--- config.mk ---
export PLATFORM = sky130hd
export DESIGN_NAME = alu_op_sequencer_flat
export DESIGN_NICKNAME = d
export VERILOG_FILES = /design/src/rtl/alu_op_sequencer_if.sv /design/src/rtl/alu_op_sequencer.sv /design/src/flat_wrapper.sv
export SDC_FILE = /design/constraint.sdc
export NUM_CORES = 1
export LEC_CHECK = 0
export CORE_AREA = 2 2 109 111
export DETAILED_ROUTE_END_ITERATION = 7
export DIE_AREA = 0 0 111 113
export GPL_TIMING_DRIVEN = 0
export PLACE_DENSITY = 0.58
export SETUP_SLACK_MARGIN = 0.15
export SYNTH_ARGS = -nofsm -noshare
export SYNTH_HDL_FRONTEND = slang
export SYNTH_SLANG_ARGS = --single-unit
--- constraint.sdc ---
create_clock -name clk -period 3.2 [get_ports clk]
set_clock_uncertainty 0.05 [all_clocks]
set_input_delay 0.64 -clock clk [delete_from_list [all_inputs] [get_ports clk]]
set_output_delay 0.64 -clock clk [all_outputs]
set_load 0.005 [all_outputs]
--- src/rtl/alu_op_sequencer_if.sv ---
// alu_op_sequencer_if: producer, consumer and ALU-side signals of the ALU
// issue sequencer, grouped so the sequencer and its environment connect
// through a single port.
//   slave  - the sequencer's view
//   master - the environment's view (producer, consumer and ALU model)
interface alu_op_sequencer_if #(
  parameter int TAG_W = 4
);
  // producer side
  logic             in_valid;
  logic             in_ready;
  logic [2:0]       in_opc;
  logic [3:0]       in_a;
  logic [3:0]       in_b;
  logic [TAG_W-1:0] in_tag;
  // ALU side
  logic [2:0]       alu_opc;
  logic [3:0]       alu_a;
  logic [3:0]       alu_b;
  logic [7:0]       alu_c;
  // consumer side
  logic             out_valid;
  logic             out_ready;
  logic [7:0]       out_res;
  logic [TAG_W-1:0] out_tag;
  logic             out_cmp;
  logic             busy;

  modport slave (
    input  in_valid, in_opc, in_a, in_b, in_tag, alu_c, out_ready,
    output in_ready, alu_opc, alu_a, alu_b, out_valid, out_res, out_tag,
           out_cmp, busy
  );

  modport master (
    output in_valid, in_opc, in_a, in_b, in_tag, alu_c, out_ready,
    input  in_ready, alu_opc, alu_a, alu_b, out_valid, out_res, out_tag,
           out_cmp, busy
  );
endinterface

--- src/rtl/alu_op_sequencer.sv ---
// alu_op_sequencer: issue stage in front of the 4-bit ALU/compare unit.
// Tagged ops are queued in a DEPTH-entry FIFO, issued one at a time on the
// registered alu_* outputs, and after ALU_LAT cycles the ALU result is
// captured and presented with its tag on the consumer handshake.
// Optional feature: define ALU_SEQ_STATS_EN to add the stat_ops/stat_true
// consumed-result counters.
module alu_op_sequencer #(
  parameter int DEPTH   = 4,
  parameter int ALU_LAT = 1,
  parameter int TAG_W   = 4
) (
  input  logic clk,
  input  logic rst_n,
  alu_op_sequencer_if.slave bus
`ifdef ALU_SEQ_STATS_EN
  ,
  output logic [15:0] stat_ops,
  output logic [15:0] stat_true
`endif
);

  localparam int AW = $clog2(DEPTH);
  localparam int EW = 3 + 4 + 4 + TAG_W;

  localparam logic [1:0] ST_IDLE = 2'd0;
  localparam logic [1:0] ST_WAIT = 2'd1;
  localparam logic [1:0] ST_HOLD = 2'd2;

  localparam logic [AW:0]   CNT_FULL = (AW+1)'(DEPTH);
  localparam logic [AW:0]   CNT_ONE  = (AW+1)'(1'b1);
  localparam logic [AW:0]   CNT_ZERO = (AW+1)'(1'b0);
  localparam logic [AW-1:0] PTR_ONE  = AW'(1'b1);
  localparam logic [2:0]    LAT_LOAD = 3'(ALU_LAT);

  // FIFO storage and bookkeeping
  logic [EW-1:0]    fifo_mem_r [DEPTH];
  logic [AW-1:0]    wr_ptr_r;
  logic [AW-1:0]    rd_ptr_r;
  logic [AW:0]      count_r;

  // issue/capture state
  logic [1:0]       state_r;
  logic [2:0]       cnt_r;
  logic [TAG_W-1:0] tag_sh_r;
  logic             cmp_sh_r;

  // registered outputs
  logic [2:0]       alu_opc_r;
  logic [3:0]       alu_a_r;
  logic [3:0]       alu_b_r;
  logic             out_valid_r;
  logic [7:0]       out_res_r;
  logic [TAG_W-1:0] out_tag_r;
  logic             out_cmp_r;

  logic             full_s;
  logic             empty_s;
  logic             in_ready_s;
  logic             push_s;
  logic             pop_s;
  logic [EW-1:0]    head_s;
  logic [2:0]       head_opc_s;
  logic [3:0]       head_a_s;
  logic [3:0]       head_b_s;
  logic [TAG_W-1:0] head_tag_s;

  assign full_s     = (count_r == CNT_FULL);
  assign empty_s    = (count_r == CNT_ZERO);
  // No bypass: a full FIFO refuses input even if it pops this cycle.
  assign in_ready_s = rst_n && !full_s;
  assign push_s     = bus.in_valid && in_ready_s;
  assign head_s     = fifo_mem_r[rd_ptr_r];
  assign {head_opc_s, head_a_s, head_b_s, head_tag_s} = head_s;

  assign bus.in_ready  = in_ready_s;
  assign bus.alu_opc   = alu_opc_r;
  assign bus.alu_a     = alu_a_r;
  assign bus.alu_b     = alu_b_r;
  assign bus.out_valid = out_valid_r;
  assign bus.out_res   = out_res_r;
  assign bus.out_tag   = out_tag_r;
  assign bus.out_cmp   = out_cmp_r;
  assign bus.busy      = (state_r != ST_IDLE) || !empty_s;

  // Decide whether the FIFO head is issued this cycle.
  always_comb begin
    pop_s = 1'b0;
    case (state_r)
      ST_IDLE: begin
        if (!empty_s) begin
          pop_s = 1'b1;
        end else begin
          pop_s = 1'b0;
        end
      end
      ST_HOLD: begin
        if (bus.out_ready && !empty_s) begin
          pop_s = 1'b1;
        end else begin
          pop_s = 1'b0;
        end
      end
      default: pop_s = 1'b0;
    endcase
  end

  // FIFO entry write; contents need no reset because occupancy gates reads.
  always_ff @(posedge clk) begin
    if (push_s) begin
      fifo_mem_r[wr_ptr_r] <= {bus.in_opc, bus.in_a, bus.in_b, bus.in_tag};
    end
  end

  // FIFO pointers and occupancy; simultaneous push and pop leave count unchanged.
  always_ff @(posedge clk) begin
    if (!rst_n) begin
      wr_ptr_r <= {AW{1'b0}};
      rd_ptr_r <= {AW{1'b0}};
      count_r  <= CNT_ZERO;
    end else begin
      if (push_s) begin
        wr_ptr_r <= wr_ptr_r + PTR_ONE;
      end
      if (pop_s) begin
        rd_ptr_r <= rd_ptr_r + PTR_ONE;
      end
      case ({push_s, pop_s})
        2'b10:   count_r <= count_r + CNT_ONE;
        2'b01:   count_r <= count_r - CNT_ONE;
        default: count_r <= count_r;
      endcase
    end
  end

  // Issue FSM: load the ALU operands, count out the ALU latency, capture and hold the result.
  always_ff @(posedge clk) begin
    if (!rst_n) begin
      state_r     <= ST_IDLE;
      cnt_r       <= 3'd0;
      tag_sh_r    <= {TAG_W{1'b0}};
      cmp_sh_r    <= 1'b0;
      alu_opc_r   <= 3'd0;
      alu_a_r     <= 4'd0;
      alu_b_r     <= 4'd0;
      out_valid_r <= 1'b0;
      out_res_r   <= 8'd0;
      out_tag_r   <= {TAG_W{1'b0}};
      out_cmp_r   <= 1'b0;
    end else begin
      case (state_r)
        ST_IDLE: begin
          if (pop_s) begin
            alu_opc_r <= head_opc_s;
            alu_a_r   <= head_a_s;
            alu_b_r   <= head_b_s;
            tag_sh_r  <= head_tag_s;
            cmp_sh_r  <= (head_opc_s >= 3'd3);
            cnt_r     <= LAT_LOAD;
            state_r   <= ST_WAIT;
          end
        end
        ST_WAIT: begin
          // The cnt==0 cycle is the capture cycle, so WAIT spans ALU_LAT+1 cycles.
          if (cnt_r == 3'd0) begin
            out_res_r   <= bus.alu_c;
            out_tag_r   <= tag_sh_r;
            out_cmp_r   <= cmp_sh_r;
            out_valid_r <= 1'b1;
            state_r     <= ST_HOLD;
          end else begin
            cnt_r <= cnt_r - 3'd1;
          end
        end
        ST_HOLD: begin
          if (bus.out_ready) begin
            out_valid_r <= 1'b0;
            if (pop_s) begin
              alu_opc_r <= head_opc_s;
              alu_a_r   <= head_a_s;
              alu_b_r   <= head_b_s;
              tag_sh_r  <= head_tag_s;
              cmp_sh_r  <= (head_opc_s >= 3'd3);
              cnt_r     <= LAT_LOAD;
              state_r   <= ST_WAIT;
            end else begin
              state_r <= ST_IDLE;
            end
          end
        end
        default: begin
          out_valid_r <= 1'b0;
          state_r     <= ST_IDLE;
        end
      endcase
    end
  end

`ifdef ALU_SEQ_STATS_EN
  logic [15:0] stat_ops_r;
  logic [15:0] stat_true_r;

  assign stat_ops  = stat_ops_r;
  assign stat_true = stat_true_r;

  // Saturating counters of consumed results and of consumed true compares.
  always_ff @(posedge clk) begin
    if (!rst_n) begin
      stat_ops_r  <= 16'd0;
      stat_true_r <= 16'd0;
    end else if (out_valid_r && bus.out_ready) begin
      if (stat_ops_r != 16'hFFFF) begin
        stat_ops_r <= stat_ops_r + 16'd1;
      end
      if (out_cmp_r && (out_res_r != 8'h00) && (stat_true_r != 16'hFFFF)) begin
        stat_true_r <= stat_true_r + 16'd1;
      end
    end
  end
`endif

endmodule

--- src/flat_wrapper.sv ---
// flat-port wrapper written by rule: the top's interface ports become plain ports
module alu_op_sequencer_flat 
#(
  parameter int DEPTH   = 4,
  parameter int ALU_LAT = 1,
  parameter int TAG_W   = 4
)
  (clk, rst_n, bus_in_valid, bus_in_opc, bus_in_a, bus_in_b, bus_in_tag, bus_alu_c, bus_out_ready, bus_in_ready, bus_alu_opc, bus_alu_a, bus_alu_b, bus_out_valid, bus_out_res, bus_out_tag, bus_out_cmp, bus_busy);
  alu_op_sequencer_if #(.TAG_W(TAG_W)) bus_i ();
  input  logic clk;
  input  logic rst_n;
  input wire logic [$bits(bus_i.in_valid)-1:0] bus_in_valid;
  input wire logic [$bits(bus_i.in_opc)-1:0] bus_in_opc;
  input wire logic [$bits(bus_i.in_a)-1:0] bus_in_a;
  input wire logic [$bits(bus_i.in_b)-1:0] bus_in_b;
  input wire logic [$bits(bus_i.in_tag)-1:0] bus_in_tag;
  input wire logic [$bits(bus_i.alu_c)-1:0] bus_alu_c;
  input wire logic [$bits(bus_i.out_ready)-1:0] bus_out_ready;
  output wire logic [$bits(bus_i.in_ready)-1:0] bus_in_ready;
  output wire logic [$bits(bus_i.alu_opc)-1:0] bus_alu_opc;
  output wire logic [$bits(bus_i.alu_a)-1:0] bus_alu_a;
  output wire logic [$bits(bus_i.alu_b)-1:0] bus_alu_b;
  output wire logic [$bits(bus_i.out_valid)-1:0] bus_out_valid;
  output wire logic [$bits(bus_i.out_res)-1:0] bus_out_res;
  output wire logic [$bits(bus_i.out_tag)-1:0] bus_out_tag;
  output wire logic [$bits(bus_i.out_cmp)-1:0] bus_out_cmp;
  output wire logic [$bits(bus_i.busy)-1:0] bus_busy;
  assign bus_i.in_valid = bus_in_valid;
  assign bus_i.in_opc = bus_in_opc;
  assign bus_i.in_a = bus_in_a;
  assign bus_i.in_b = bus_in_b;
  assign bus_i.in_tag = bus_in_tag;
  assign bus_i.alu_c = bus_alu_c;
  assign bus_i.out_ready = bus_out_ready;
  assign bus_in_ready = bus_i.in_ready;
  assign bus_alu_opc = bus_i.alu_opc;
  assign bus_alu_a = bus_i.alu_a;
  assign bus_alu_b = bus_i.alu_b;
  assign bus_out_valid = bus_i.out_valid;
  assign bus_out_res = bus_i.out_res;
  assign bus_out_tag = bus_i.out_tag;
  assign bus_out_cmp = bus_i.out_cmp;
  assign bus_busy = bus_i.busy;
  alu_op_sequencer #(.DEPTH(DEPTH), .ALU_LAT(ALU_LAT), .TAG_W(TAG_W)) u_core (.clk(clk), .rst_n(rst_n), .bus(bus_i));
endmodule
Yosys cells after proc, flatten, opt, wreduce, memory -nomap -nowiden
Memories as Yosys holds them, arrays and structs flattened. A register that Yosys moved wholly into a read port is not among the register bits.
Index checks and enable logic that the tools add are counted.

word-level totals
  bits in registers = 42
  RAM bits = 60
  input port bits = 27
  memories kept = 1

memories
  memory             words  width  read ports  clocked after Yosys merged registers in  wr ports  RTL line                text
  u_core.fifo_mem_r  4      15     1           1                                        1         alu_op_sequencer.sv:36  logic [EW-1:0] fifo_mem_r [DEPTH];

cells by class
  $add $sub $neg = 5
  magnitude comparators = 1
  equal/unequal tests = 9
  multiplexer cells = 35
  bitwise logic cells = 1
  reductions and logical operators = 18

operators with widths
  cell                 count
  $mux 4               6
  $pmux 4 s2           3
  $mux 3               5
  $pmux 3 s2           2
  $mux 2               5
  $mux 1               9
  $pmux 3 s3           1
  $reduce_and 3->1     3
  $logic_not 3->1      2
  $pmux 2 s3           1
  $reduce_bool 2->1    3
  $sub 3x1->3 const B  2
  $add 2x1->2 const B  2
  $eq 2x1->1 const B   2
  $eq 2x2->1 const B   2
  $ne 2x1->1 const B   2
  $ne 2x2->1 const B   2
  $pmux 1 s2           2
  $reduce_and 2->1     2
  $add 3x1->3 const B  1
  $eq 3x3->1 const B   1
  $ge 3x2->1 const B   1
  $logic_and 1x1->1    3
  $pmux 1 s3           1
  5 further kinds      6

Depth between registers and ports, before layout
Gate-level depths: netlist (run 1).

  depth in word-level cells = 8
  gate-level depth with buffers = 12
  depth with buffers taken out = 9

Least setup slack after synthesis (run 1)
OpenSTA, ideal clock, no wires.

  path kind = input-to-reg
  start = input port bus_out_ready
  end = register u_core.count_r[2]
  arrival = 2628 ps
  path slack = 452 ps
  stages = 12
  path buffers = 3
  cells stage by stage = nor2b_1 > or3_1 > buf_2 > inv_2 > buf_6 > buf_6 > ha_1 > inv_1 > fa_1 > xor2_1 > or3_1 > a21oi_1

between the ends
  longest elaborated chain between the ends = 5

RTL lines
  item                                                    RTL line                 text
  from (decl)                                             flat_wrapper.sv:18       input wire logic [$bits(bus_i.out_ready)-1:0] bus_out_ready;
  $logic_and 1x1->1 *                                     alu_op_sequencer.sv:97   if (bus.out_ready && !empty_s) begin
  $mux 1 *                                                alu_op_sequencer.sv:97
  $pmux 1 s2 *                                            alu_op_sequencer.sv:88   case (state_r)
  named net u_core.pop_s                                  alu_op_sequencer.sv:60   logic pop_s;
  $eq 2x1->1 / $eq 2x2->1 (equally long branches)         alu_op_sequencer.sv:127  case ({push_s, pop_s})
  $pmux 3 s2 / $reduce_bool 2->1 (equally long branches)  -
  to (signal assigned)                                    alu_op_sequencer.sv:128  2'b10: count_r <= count_r + CNT_ONE;
  to (signal assigned)                                    alu_op_sequencer.sv:129  2'b01: count_r <= count_r - CNT_ONE;
  to (signal assigned)                                    alu_op_sequencer.sv:130  default: count_r <= count_r;
  to (decl)                                               alu_op_sequencer.sv:39   logic [AW:0] count_r;

Mark *: on every way through the listed nets, which the timed path passes. The rest lies on a longest branch.
A chain may end at the register's enable or synchronous reset.

Final worst setup path (run 1)
  start = register u_core.count_r[2]
  end = register u_core.count_r[2]

between the ends
  longest elaborated chain between the ends = 7

RTL lines
  item                                                    RTL line                 text
  $logic_not 3->1 *                                       alu_op_sequencer.sv:68   assign empty_s = (count_r == CNT_ZERO);
  $logic_not 1->1                                         alu_op_sequencer.sv:97
  $logic_and 1x1->1                                       alu_op_sequencer.sv:97
  $mux 1                                                  alu_op_sequencer.sv:97
  $pmux 1 s2 *                                            alu_op_sequencer.sv:88
  named net u_core.pop_s                                  alu_op_sequencer.sv:60
  $eq 2x1->1 / $eq 2x2->1 (equally long branches)         alu_op_sequencer.sv:127
  $pmux 3 s2 / $reduce_bool 2->1 (equally long branches)  -

Marked as above.

==> out/results.txt, run 1 <==
Synthesis produced 293 cells. VDD sags by at most 0.426 mV. The clock insertion delay at the later pin of the skew report is 0.34 ns, and the number of rows created at floorplan is 39.

The run gives 54 as the I/O pin count. Startpoint kind of the worst setup timing path: a register. The run gives 4960 µm² as the cell area after layout. The run finished with clean final reports.

The total power came out at 3.85 mW. The synthesized netlist occupies a cell area of 3920 µm². Number of clock sinks seen by CTS: 104.

TritonCTS built the clock tree. Max-cap violations in this run came to 0. Counting flops and latches in the post-synthesis netlist gives 104. By area the synthesized netlist is led by sky130_fd_sc_hd__edfxtp_1 (46%), sky130_fd_sc_hd__dfxtp_1 (22%), sky130_fd_sc_hd__mux4_2 (8.6%), sky130_fd_sc_hd__nand2_1 (5.7%), sky130_fd_sc_hd__a21oi_1 (4.7%). The total leakage power was 1.68 nW; the yosys synthesis warning count was 0. The die is 111 µm wide.

Via total after detailed routing: 2,410. Cell taking the most area after synthesis: sky130_fd_sc_hd__edfxtp_1. The final max-slew violation count was 0. The setup path with the least slack is of type reg2reg. The fraction of synthesized area in multiplexers is 8.62%, and the xor and xnor area share after synthesis is 0.893%. Port buffering added 53 buffers.

The first detailed-routing pass ran for 4 iterations. The fraction of the mapped netlist area in adder cells was 2.74%. The transition time at the pin with the least slew margin was 0.880 ns; the sequential standard cell area was 2680 µm². The basic-gate share of the synthesized area counting and, or, nand and nor cells works out to 9.38%. Counting distinct cell types in the post-synthesis netlist gives 31.

The final HPWL from detailed placement is 5230 µm, and the post-synthesis compound-gate area fraction is 7.02%. At the worst endpoint, the arrival time is 2.92 ns. The number of synthesized flops with an enable pin works out to 60.

The root buffer cell chosen for the clock tree is sky130_fd_sc_hd__clkbuf_16. In the routed layout, each cell is associated on average with a via count of 4.74. After layout, the worst path uses 84.4% of the clock period. Area of placed instances: 4630 µm². The run gives 1,055 as the number of inserted filler cells in the final layout.

STA classifies the critical path endpoint as a register. The initial utilization of the core area, before any placement, comes to 34.8%. For the core box area, the log shows 11,300 µm². The synthesized netlist net count is 328, and the max-slew headroom at the worst pin is 41.3%.

Setup violations remaining at the end of the flow were counted as 0. Setup repair after global routing left no endpoint under its margin. The worst slack on hold paths was 0.399 ns; the buffer levels on the longest clock path was 2. The logs give 0 ns for the final-layout setup total negative slack and 8020 µm for the total detailed-routing wirelength. The multi-input combinational cells in the finished layout cover a total of 1130 µm². The logs give 2,466 for the number of global-route vias before repair and 0 for the initial antenna violation count. The maximum net fanout on the critical path works out to 9.

The remaining number of nets flagged by the antenna check after routing came out at 0. Dominant combinational cell family by area after synthesis: simple AND/OR/NAND/NOR gates. The final layout contains 395 nets.

The data required time at the worst endpoint was 3.42 ns. The tools report the area of the die as 12,500 µm². The repair_antennas step left the layout with diodes totalling 0. The share of synthesized area in the top cell type comes to 45.9%. The proportion of synthesized flip-flops having asynchronous set or reset works out to 0%. The minimum clock period after layout was 2.70 ns; the layout overhead on the synthesized area was 26.4%. In this run the worst hold path is classified as reg2reg.

Global routing used 13.4% of the available tracks across all layers. Among all flip-flop cells after synthesis, the most frequent one is sky130_fd_sc_hd__edfxtp_1. A synthesized cell averages 13.4 µm². In this run, the number of DRC markers left after iteration 0 of detailed routing was 124. Cells with a size suffix above 1 make up 12.6% of the layout.

The first global-routing pass estimated 12,800 µm of wire. Based on the critical path, the design can be clocked at up to 370 MHz. The H-tree generated during clock tree synthesis spans 3 levels. Entering global routing, the biggest net connects 19 pins. The average wire per cell in the routed design is 15.8 µm. The logs give 68.4% for the sequential element share of the synthesized area and 0 for the final number of hold-violating endpoints. Post-layout utilization of the core: 44.0%. The final routed DRC violation total was 0.

The congestion estimate from routability-driven global placement came to 0.734. The clock-pin slew of the registers on the worst-case setup and hold paths works out to 0.07 ns. The die height was 113 µm. The total power per unit cell area is 777 nW/µm².

The commonest cells after synthesis are sky130_fd_sc_hd__edfxtp_1 (60), sky130_fd_sc_hd__nand2_1 (60), sky130_fd_sc_hd__dfxtp_1 (44). Counting the buffers created by CTS gives 9. Summed over all layers, the global routing overflow is 0.
==> state kept, by name, indices dropped and copies added, names as in the netlist, 2 cells and up, named ones only <==
name and flops:
u_core.bus.alu_b 4, u_core.wr_ptr_r 2, u_core.bus.out_tag 4, u_core.bus.out_res 8, u_core.cnt_r 3, u_core.fifo_mem_r 60
u_core.bus.alu_a 4, u_core.rd_ptr_r 2, u_core.tag_sh_r 4, u_core.bus.alu_opc 3, u_core.count_r 3, u_core.state_r 2
==> cell type report <==
class	count	share of cell area [%]
plain buffers	13	1.72
multi-input cells	164	22.7
well taps	143	3.61
flip-flops and latches	104	54.1
clock buffers	10	4.62
clock inverters	6	1.03
repair buffers	56	11.3
inverters	12	0.934
==> logic make-up after synthesis <==
| kind of cell | Yosys count |
|---|---|
| xor+xnor | 4 |
| mux | 15 |
| compound gates | 50 |
| simple gates | 87 |
| buf+inv | 25 |
| flops | 104 |
| fa+ha+maj | 8 |
==> metrics by stage <==
step / std cells / worst slack [ns]
2_1_floorplan: 293 / 0.452
3_3_place_gp: 489 / -0.302
3_5_place_dp: 489 / -0.327
4_1_cts: 506 / 0.124
5_1_grt: 508 / 0.321
6_report: 508 / 0.501
==> final timing paths <==
check	depth (start not counted)	start	slack, ns	end
worst max-delay path	12	u_core.count_r[2]	0.50	u_core.count_r[2]
worst min-delay path	2	u_core.tag_sh_r[0]	0.40	u_core.bus.out_tag[0]
worst max register to register	12	u_core.count_r[2]	0.50	u_core.count_r[2]
worst min register to register	2	u_core.tag_sh_r[0]	0.40	u_core.bus.out_tag[0]
==> worst max-delay path, stage by stage (launching register included) <==
cell	delay (ns)
sky130_fd_sc_hd__dfxtp_1	0.41
sky130_fd_sc_hd__nor3_1	0.11
sky130_fd_sc_hd__or3_1	0.38
sky130_fd_sc_hd__buf_6	0.16
sky130_fd_sc_hd__inv_2	0.07
sky130_fd_sc_hd__buf_8	0.10
sky130_fd_sc_hd__buf_8	0.09
sky130_fd_sc_hd__ha_2	0.18
sky130_fd_sc_hd__inv_1	0.06
sky130_fd_sc_hd__fa_1	0.42
sky130_fd_sc_hd__xor2_1	0.16
sky130_fd_sc_hd__or3_1	0.30
sky130_fd_sc_hd__a21oi_1	0.14
==> layout by cell type, fill, tap and decap left out, types with 2 or more instances in the layout <==
master / netlist / routed
sky130_fd_sc_hd__nand2b_1: 2 / 2
sky130_fd_sc_hd__nor2_1: 11 / 11
sky130_fd_sc_hd__ha_1: 7 / 6
sky130_fd_sc_hd__o21ai_0: 6 / 6
sky130_fd_sc_hd__clkdlybuf4s50_1: 0 / 51
sky130_fd_sc_hd__buf_8: 0 / 2
sky130_fd_sc_hd__clkbuf_16: 0 / 9
sky130_fd_sc_hd__dfxtp_1: 44 / 44
sky130_fd_sc_hd__xnor2_1: 2 / 2
sky130_fd_sc_hd__inv_6: 0 / 2
sky130_fd_sc_hd__buf_4: 0 / 3
sky130_fd_sc_hd__xor2_1: 2 / 2
sky130_fd_sc_hd__clkinv_2: 0 / 2
sky130_fd_sc_hd__edfxtp_1: 60 / 60
sky130_fd_sc_hd__nor2b_1: 3 / 3
sky130_fd_sc_hd__mux4_2: 15 / 15
sky130_fd_sc_hd__buf_2: 5 / 5
sky130_fd_sc_hd__and2_1: 4 / 4
sky130_fd_sc_hd__o31ai_1: 2 / 2
sky130_fd_sc_hd__inv_1: 10 / 10
sky130_fd_sc_hd__a21oi_1: 37 / 37
sky130_fd_sc_hd__dlymetal6s2s_1: 0 / 2
sky130_fd_sc_hd__clkbuf_1: 6 / 6
sky130_fd_sc_hd__clkinv_4: 0 / 2
sky130_fd_sc_hd__or3_1: 3 / 3
sky130_fd_sc_hd__nand2_1: 60 / 60
==> routing by layer <==
layer	track usage (%)	routed length (µm)	vias up
met5	0	0	-
met4	3.25	107	0
met3	4.82	516	10
met2	22.8	3750	66
met1	16.6	3640	1160
li1	-	-	1174
==> where the power goes <==
group	internal, mW	leakage [nW]	total (mW)	switching (mW)
registers	1.62	0.904	1.73	0.108
logic	0.557	0.632	1.09	0.530
clock network	0.541	0.139	1.04	0.498
==> timing repair <==
action | in CTS | in global routing
pin swaps | 0 | 0
hold buffers | 0 | 0
setup buffers | 1 | 2
endpoints found under the hold margin | 0 | 0
resized for setup | 5 | 5
endpoints found under the setup margin | 2 | 2
Note: power is estimated with default switching activity, not from simulation.
==> run 2: changes to the inputs <==
- clock period: 3.2 -> 2.5 ns (I/O delays scaled with it)
==> out/results.txt, run 2 (synthesis gave the netlist of run 1 again) <==
STA classifies the critical path endpoint as a register. The number of inserted filler cells in the final layout came out at 1,046 (-0.85%). The remaining number of nets flagged by the antenna check after routing is 0 (unchanged), and the area of the die is 12,500 µm² (unchanged). The final number of hold-violating endpoints was 0 (unchanged). Residual overflow from global routing: 0 (unchanged). The number of rows created at floorplan is 39 (unchanged), and the layout overhead on the synthesized area is 28.0%.

The tools report the starting density of the core as 34.8% (unchanged). The number of buffers created by CTS came out at 9 (unchanged). TritonCTS built the clock tree. Number of antenna cells inserted: 0 (unchanged). The logs give 2,565 (+4.0%) for the number of global-route vias before repair and 0 (unchanged) for the initial antenna violation count.

The run gives 13.5% (+0.026 points) as the total global-route track usage. The path class of the tightest hold or removal check is reg2reg. For hold timing, the worst endpoint is u_core.bus.out_tag[0].

In the layout the commonest cells are sky130_fd_sc_hd__nand2_1 (60), sky130_fd_sc_hd__edfxtp_1 (60), sky130_fd_sc_hd__clkdlybuf4s50_1 (51), sky130_fd_sc_hd__dfxtp_1 (40), sky130_fd_sc_hd__a21oi_1 (37). The total detailed-routing wirelength was 8070 µm (+0.60%); the clock insertion delay at the later pin of the skew report was 0.34 ns (about the same). For the core box area, the log shows 11,300 µm² (unchanged). Number of cells in the design after placement: 489 (unchanged). The count of maximum capacitance violations came out at 0 (unchanged). The weighted congestion at the end of routability-driven global placement came out at 0.692 (-5.7%). The worst setup path is launched from a register.

Setup repair after global routing could not meet its margin everywhere. The number of buffers inserted for hold repair after clock tree synthesis came out at 0 (unchanged). Die height: 113 µm (unchanged). The clock-pin slew of the registers on the worst-case setup and hold paths is 0.07 ns (about the same). The signal on the critical path passes through nor2b_1, or3_1, buf_6, inv_2, buf_8, buf_12, ha_4, inv_2, fa_2, xor2_1, or3_1, a21oi_1. The worst setup slack for register-to-register paths is 0.13 ns (-0.37 ns). The tree is rooted in a sky130_fd_sc_hd__clkbuf_16.

The tools report the buffer levels on the longest clock path as 2 (unchanged). In this run the most critical hold path is launched from u_core.tag_sh_r[0]. The final HPWL from detailed placement was 5210 µm (-0.48%); the net total in the final layout was 399 (+1.0%).

For the count of final setup violators, the log shows 0 (unchanged). Highest clock rate: 421 MHz (+14%). The total iterations of the first detailed-routing run is 4 (unchanged).

The run gives 54 (unchanged) as the I/O pin count. The fraction of layout instances using a drive strength above 1 is 16.3% (+3.7 points). The final max-slew violation count was 0 (unchanged); the starting DRC count in detailed routing was 128 (+3.2%). The die width came out at 111 µm (unchanged). The flow ran to the end, and the final reports show no timing, DRC or antenna violations. The destination of the worst register-to-register timing path was u_core.count_r[2]. The wire length of the first global-routing pass was 13,100 µm (+2.3%). The worst setup path is of the reg2reg kind. The cell count of the worst reg-to-reg path is 12 (unchanged), and the arrival time at the worst endpoint is 2.58 ns (-0.34 ns). The flip-flop count of the largest register after layout was 60 (unchanged). The delay of the slowest cell on the worst path was 0.34 ns (-0.08 ns); the number of standard cells in the final layout excluding fillers was 511 (+0.59%).

The final worst-path cycle share is 94.9% (+11 points). The logs give 3 (unchanged) for the total number of H-tree levels and 2.71 ns (-0.71 ns) for the data required time at the worst endpoint. The number of buffers added on ports was 53 (unchanged). The final routed DRC violation total is 0 (unchanged), and the average wire per cell in the routed design is 15.8 µm (about the same). The via total after detailed routing came out at 2,444 (+1.4%).

The total power per unit cell area was 997 nW/µm² (+28%). The transition time at the pin with the least slew margin is 0.841 ns (-0.0384 ns). Maximum number of pins on one net before global-route repair: 19 (unchanged).

The tools report the max-slew headroom at the worst pin as 43.9% (+2.6 points). For the maximum VDD drop, the log shows 0.501 mV (+18%). The number of clock sinks seen by CTS was 104 (unchanged); the maximum net fanout on the critical path was 2 (-7). The worst register-to-register path begins at u_core.state_r[1]. The hold-critical path depth works out to 2 (unchanged). The minimum clock period after layout came out at 2.37 ns (-0.326 ns). The number of vias per cell came out at 4.78 (+0.82%). The largest register by flop count is u_core.fifo_mem_r.

The logs give 1.68 nW (+0.29%) for the total leakage power and 0 ns (unchanged) for the final-layout setup total negative slack. Among all stages on the critical path, the largest delay is contributed by sky130_fd_sc_hd__dfxtp_4.
[run 2: cell types whose count changed in the layout (fill, tap and decap cells not counted), sizes merged]
cell           before  now
clkinvlp            0    2
clkinv              4    3
buf                11   14
clkdlybuf4s15       0    2
inv                14   13
dlymetal6s2s        2    0
[run 2: power breakdown]
part | switching [mW] | internal, mW
Combinational | 0.712 | 0.757
Sequential | 0.128 | 2.07
Clock | 0.644 | 0.688
[run 2: repair_timing]
action                                  CTS  global route
endpoints found under the setup margin   63            18
pin swaps                                 1             0
setup buffers                             6             1
gates resized for setup                  17             2
[run 2: layer usage]
layer | wire, µm | GRT usage [%] | vias up
met5 | 0 | 0 | -
met4 | 133 | 4.00 | 0
li1 | - | - | 1181
met1 | 3690 | 16.8 | 1181
met3 | 443 | 4.28 | 14
met2 | 3790 | 22.6 | 68
[run 2: through the flow]
stage,hold slack (ns),area [µm²],utilization [%],total power [mW],setup slack (ns)
floorplan,0.379,3940,-,3.05,0.0189
global placement,0.392,4650,41.3,3.60,-0.705
detailed placement,0.395,4650,41.3,3.62,-0.707
CTS,0.405,5000,44.4,5.04,0.142
global route,0.423,5020,44.5,5.29,0.0631
finish,0.402,5020,44.5,5.00,0.127
[run 2: worst max path at each step]
| stage | from | to | slack (ns) | cells past startpoint |
|---|---|---|---|---|
| 2_1_floorplan | bus_out_ready | u_core.count_r[2] | 0.02 | 12 |
| 3_3_place_gp | bus_out_ready | u_core.count_r[2] | -0.71 | 13 |
| 3_5_place_dp | bus_out_ready | u_core.count_r[2] | -0.71 | 13 |
| 4_1_cts | u_core.state_r[1] | u_core.count_r[2] | 0.14 | 12 |
| 5_1_grt | u_core.state_r[1] | u_core.count_r[2] | 0.06 | 12 |
| 6_report | u_core.state_r[1] | u_core.count_r[2] | 0.13 | 12 |
[run 2: layout make-up]
| class | instances | area [µm²] | area share, % |
|---|---|---|---|
| sequential | 104 | 2690 | 53.6 |
| multi-input combinational | 164 | 1150 | 22.9 |
| timing repair buffer | 60 | 584 | 11.6 |
| clock buffer | 9 | 225 | 4.49 |
| tap | 143 | 179 | 3.56 |
| buffer | 13 | 90.1 | 1.79 |
| clock inverter | 6 | 55.1 | 1.10 |
| inverter | 12 | 46.3 | 0.922 |
[run 2: critical path, delay by kind of cell, from the launching register on]
kind            cells  cell delay [ns]
flops               1             0.34
simple gates        3             0.77
buf+inv             5             0.41
fa+ha+maj           2             0.45
xor+xnor            1             0.16
compound gates      1             0.12
==> run 3: changes to the inputs <==
- REMOVE_ABC_BUFFERS: default -> 1
==> out/results.txt, run 3 (synthesis gave the netlist of run 1 again) <==
The die height is 113 µm (unchanged), and the max-slew headroom at the worst pin is 29.2% (-15 points). The average wire per cell in the routed design was 15.6 µm (-0.88%); the via total after detailed routing was 2,405 (-1.6%). The maximum number of pins on one net before global-route repair is 22 (+3). The buffer levels on the longest clock path is 2 (unchanged), and the area of the die is 12,500 µm² (unchanged). The logs give 0 (unchanged) for the final max-slew violation count and 0.682 (-1.5%) for the weighted congestion at the end of routability-driven global placement. The die width works out to 111 µm (unchanged). The maximum net fanout on the critical path was 3 (+1); the clock insertion delay at the later pin of the skew report was 0.34 ns (about the same). In the layout the commonest cells are sky130_fd_sc_hd__nand2_1 (60), sky130_fd_sc_hd__edfxtp_1 (60), sky130_fd_sc_hd__clkdlybuf4s50_1 (51), sky130_fd_sc_hd__dfxtp_1 (40), sky130_fd_sc_hd__a21oi_1 (37). The switching power of the nets was 1.44 mW (-3.0%).

The core box area was 11,300 µm² (unchanged). On the critical path the largest part of the delay comes from simple AND/OR/NAND/NOR gates. For the final routed DRC violation total, the log shows 0 (unchanged).

The sequential standard cell area came out at 2700 µm² (+0.19%). The worst setup slack for register-to-register paths came out at 0.26 ns (+0.13 ns). TritonCTS built the clock tree. The cell with the biggest individual delay on the critical path was sky130_fd_sc_hd__or3_4.

The endpoint kind of the worst setup timing path is a register. Total global-route track usage: 13.4% (-0.083 points). I/O pin count: 54 (unchanged). The area of placed instances was 4560 µm² (-2.0%); the layout overhead on the synthesized area was 28.5%.

The number of buffers added on ports is 53 (unchanged). The wire length of the first global-routing pass was 12,900 µm (-1.4%); the number of inserted filler cells in the final layout was 1,040 (-0.57%). The critical path buffer and inverter count came out at 3 (-2). Walking the worst path, the cells encountered are dlygate4sd2_1, nor2b_1, or3_4, inv_8, ha_2, inv_1, fa_2, xor2_1, or3_1, a21oi_1. The remaining number of nets flagged by the antenna check after routing is 0 (unchanged). The worst-case setup slack after placement was -1.87 ns (-1.16 ns); the count of maximum capacitance violations was 0 (unchanged).

The net total in the final layout is 390 (-2.3%). The count of final setup violators was 0 (unchanged); the combinational share of power was 25.0% (-4.4 points). The critical setup path kind was in2reg. The starting DRC count in detailed routing was 112 (-13%). The tools report the number of standard cells in the final layout excluding fillers as 503 (-1.6%). The tools report the number of buffers inserted for hold repair after clock tree synthesis as 0 (unchanged). The minimum clock period after layout came out at 2.25 ns (-0.125 ns). The final worst-path cycle share is 89.9% (-5.0 points), and the number of global-route vias before repair is 2,485 (-3.1%).

Largest register by flop count: u_core.fifo_mem_r. The clock-pin slew of the registers on the worst-case setup and hold paths was 0.07 ns (about the same). The proportion of total power due to net switching was 27.8% (-1.9 points); the highest clock rate was 445 MHz (+5.5%). The tools report the final number of hold-violating endpoints as 0 (unchanged). The data required time at the worst endpoint came out at 2.71 ns (about the same). The delay of the slowest cell on the worst path came out at 0.38 ns (+0.04 ns). The total power per unit cell area was 1030 nW/µm² (+3.0%). The tools report the worst-case setup margin in the final layout as 0.252 ns (+0.125 ns). For the total number of H-tree levels, the log shows 3 (unchanged). The internal power contribution was 3.74 mW (+6.2%); the transition time at the pin with the least slew margin was 1.06 ns (+0.220 ns). The run gives 0.403 ns (+0.00120 ns) as the worst slack on hold paths. The area used by multi-input combinational logic is 1140 µm² (-0.54%). The worst setup path is launched from a primary input. The number of buffers created by CTS was 9 (unchanged). The run gives 1.69 nW (+0.67%) as the total leakage power. Setup repair after global routing left no endpoint under its margin. For the arrival time at the worst endpoint, the log shows 2.46 ns (-0.12 ns). The logs give 104 (unchanged) for the number of clock sinks seen by CTS and 476 (-2.7%) for the number of cells in the design after placement. Clock tree synthesis selected as its root buffer the cell sky130_fd_sc_hd__clkbuf_16. The number of vias per cell works out to 4.78 (about the same). The initial antenna violation count was 0 (unchanged). Path type of the worst min-delay path: reg2reg.

The run finished with clean final reports. The cell area after layout was 5040 µm² (+0.40%); the flip-flop count of the largest register after layout was 60 (unchanged). The logs give 39 (unchanged) for the number of rows created at floorplan and 4520 µm (-13%) for the final HPWL from detailed placement. The tools report the total detailed-routing wirelength as 7870 µm (-2.4%). The starting density of the core is 34.8% (unchanged), and the sequential share of power is 43.9% (about the same).

The tools report the clock network fraction of total power as 31.1% (+4.5 points). The fraction of layout instances using a drive strength above 1 is 15.6% (-0.75 points). The logs give 4 (unchanged) for the total iterations of the first detailed-routing run and 0.497 mV (-0.78%) for the maximum VDD drop. The number of antenna cells inserted is 0 (unchanged), and the residual overflow from global routing is 0 (unchanged).
run 3: cell count changes in the layout (fill, tap and decap cells not counted), sizes merged:
cell           previous run  this run
clkbuf                   15         9
buf                      14        10
bufinv                    0         3
clkdlybuf4s15             2         0
clkinvlp                  2         0
inv                      13        15
dlygate4sd2               0         1
run 3: power groups by stage:
stage	logic [mW]	registers [mW]	clock network, mW
2_1_floorplan	0.673	2.27	0
3_5_place_dp	1.18	2.31	0
6_report	1.30	2.27	1.61
3_3_place_gp	1.16	2.30	0
5_1_grt	1.45	2.31	1.72
4_1_cts	1.30	2.28	1.66
run 3: layout make-up:
cell class | instances | share of cell area, %
well taps | 143 | 3.55
flip-flops and latches | 104 | 53.5
inverters | 12 | 1.29
clock buffers | 9 | 4.47
repair inverters | 2 | 0.298
multi-input cells | 164 | 22.7
repair buffers | 62 | 11.7
clock inverters | 7 | 2.48
run 3: path summary, 6_finish.rpt:
path	startpoint	end	cells after the start
hold / removal	u_core.tag_sh_r[1]	u_core.bus.out_tag[1]	2
setup / recovery	bus_out_ready	u_core.count_r[2]	10
setup reg to reg	u_core.state_r[1]	u_core.count_r[2]	9
hold reg to reg	u_core.tag_sh_r[1]	u_core.bus.out_tag[1]	2
run 3: worst min-delay path: stages (launching register included):
cell and delay, ns:
sky130_fd_sc_hd__dfxtp_1 0.31, sky130_fd_sc_hd__nand2_1 0.05, sky130_fd_sc_hd__a21oi_1 0.05
run 3: routing by layer:
metal	track usage, %	wire length (µm)	share of wire, %	up-vias
met1	16.9	3610	46	1182
met2	22.5	3860	49	59
met3	4.28	362	4.6	2
li1	-	-	-	1162
met4	3.50	38	0.48	0
met5	0	0	0	-
run 3: what timing repair did:
item                       in CTS  in global routing
pin swaps                       1                  3
setup endpoints to repair     104                 32
hold endpoints to repair        0                  0
buffers inserted                4                  5
cloned                          2                  0
resized for setup              21                  5
run 3: per-stage QoR:
step | util [%] | power, mW | setup TNS [ns]
finish | 44.7 | 5.18 | 0
global route | 44.7 | 5.48 | 0
CTS | 44.4 | 5.23 | 0
detailed placement | 40.5 | 3.49 | -129.39
global placement | 40.5 | 3.46 | -120.74
floorplan | - | 2.94 | -3.87
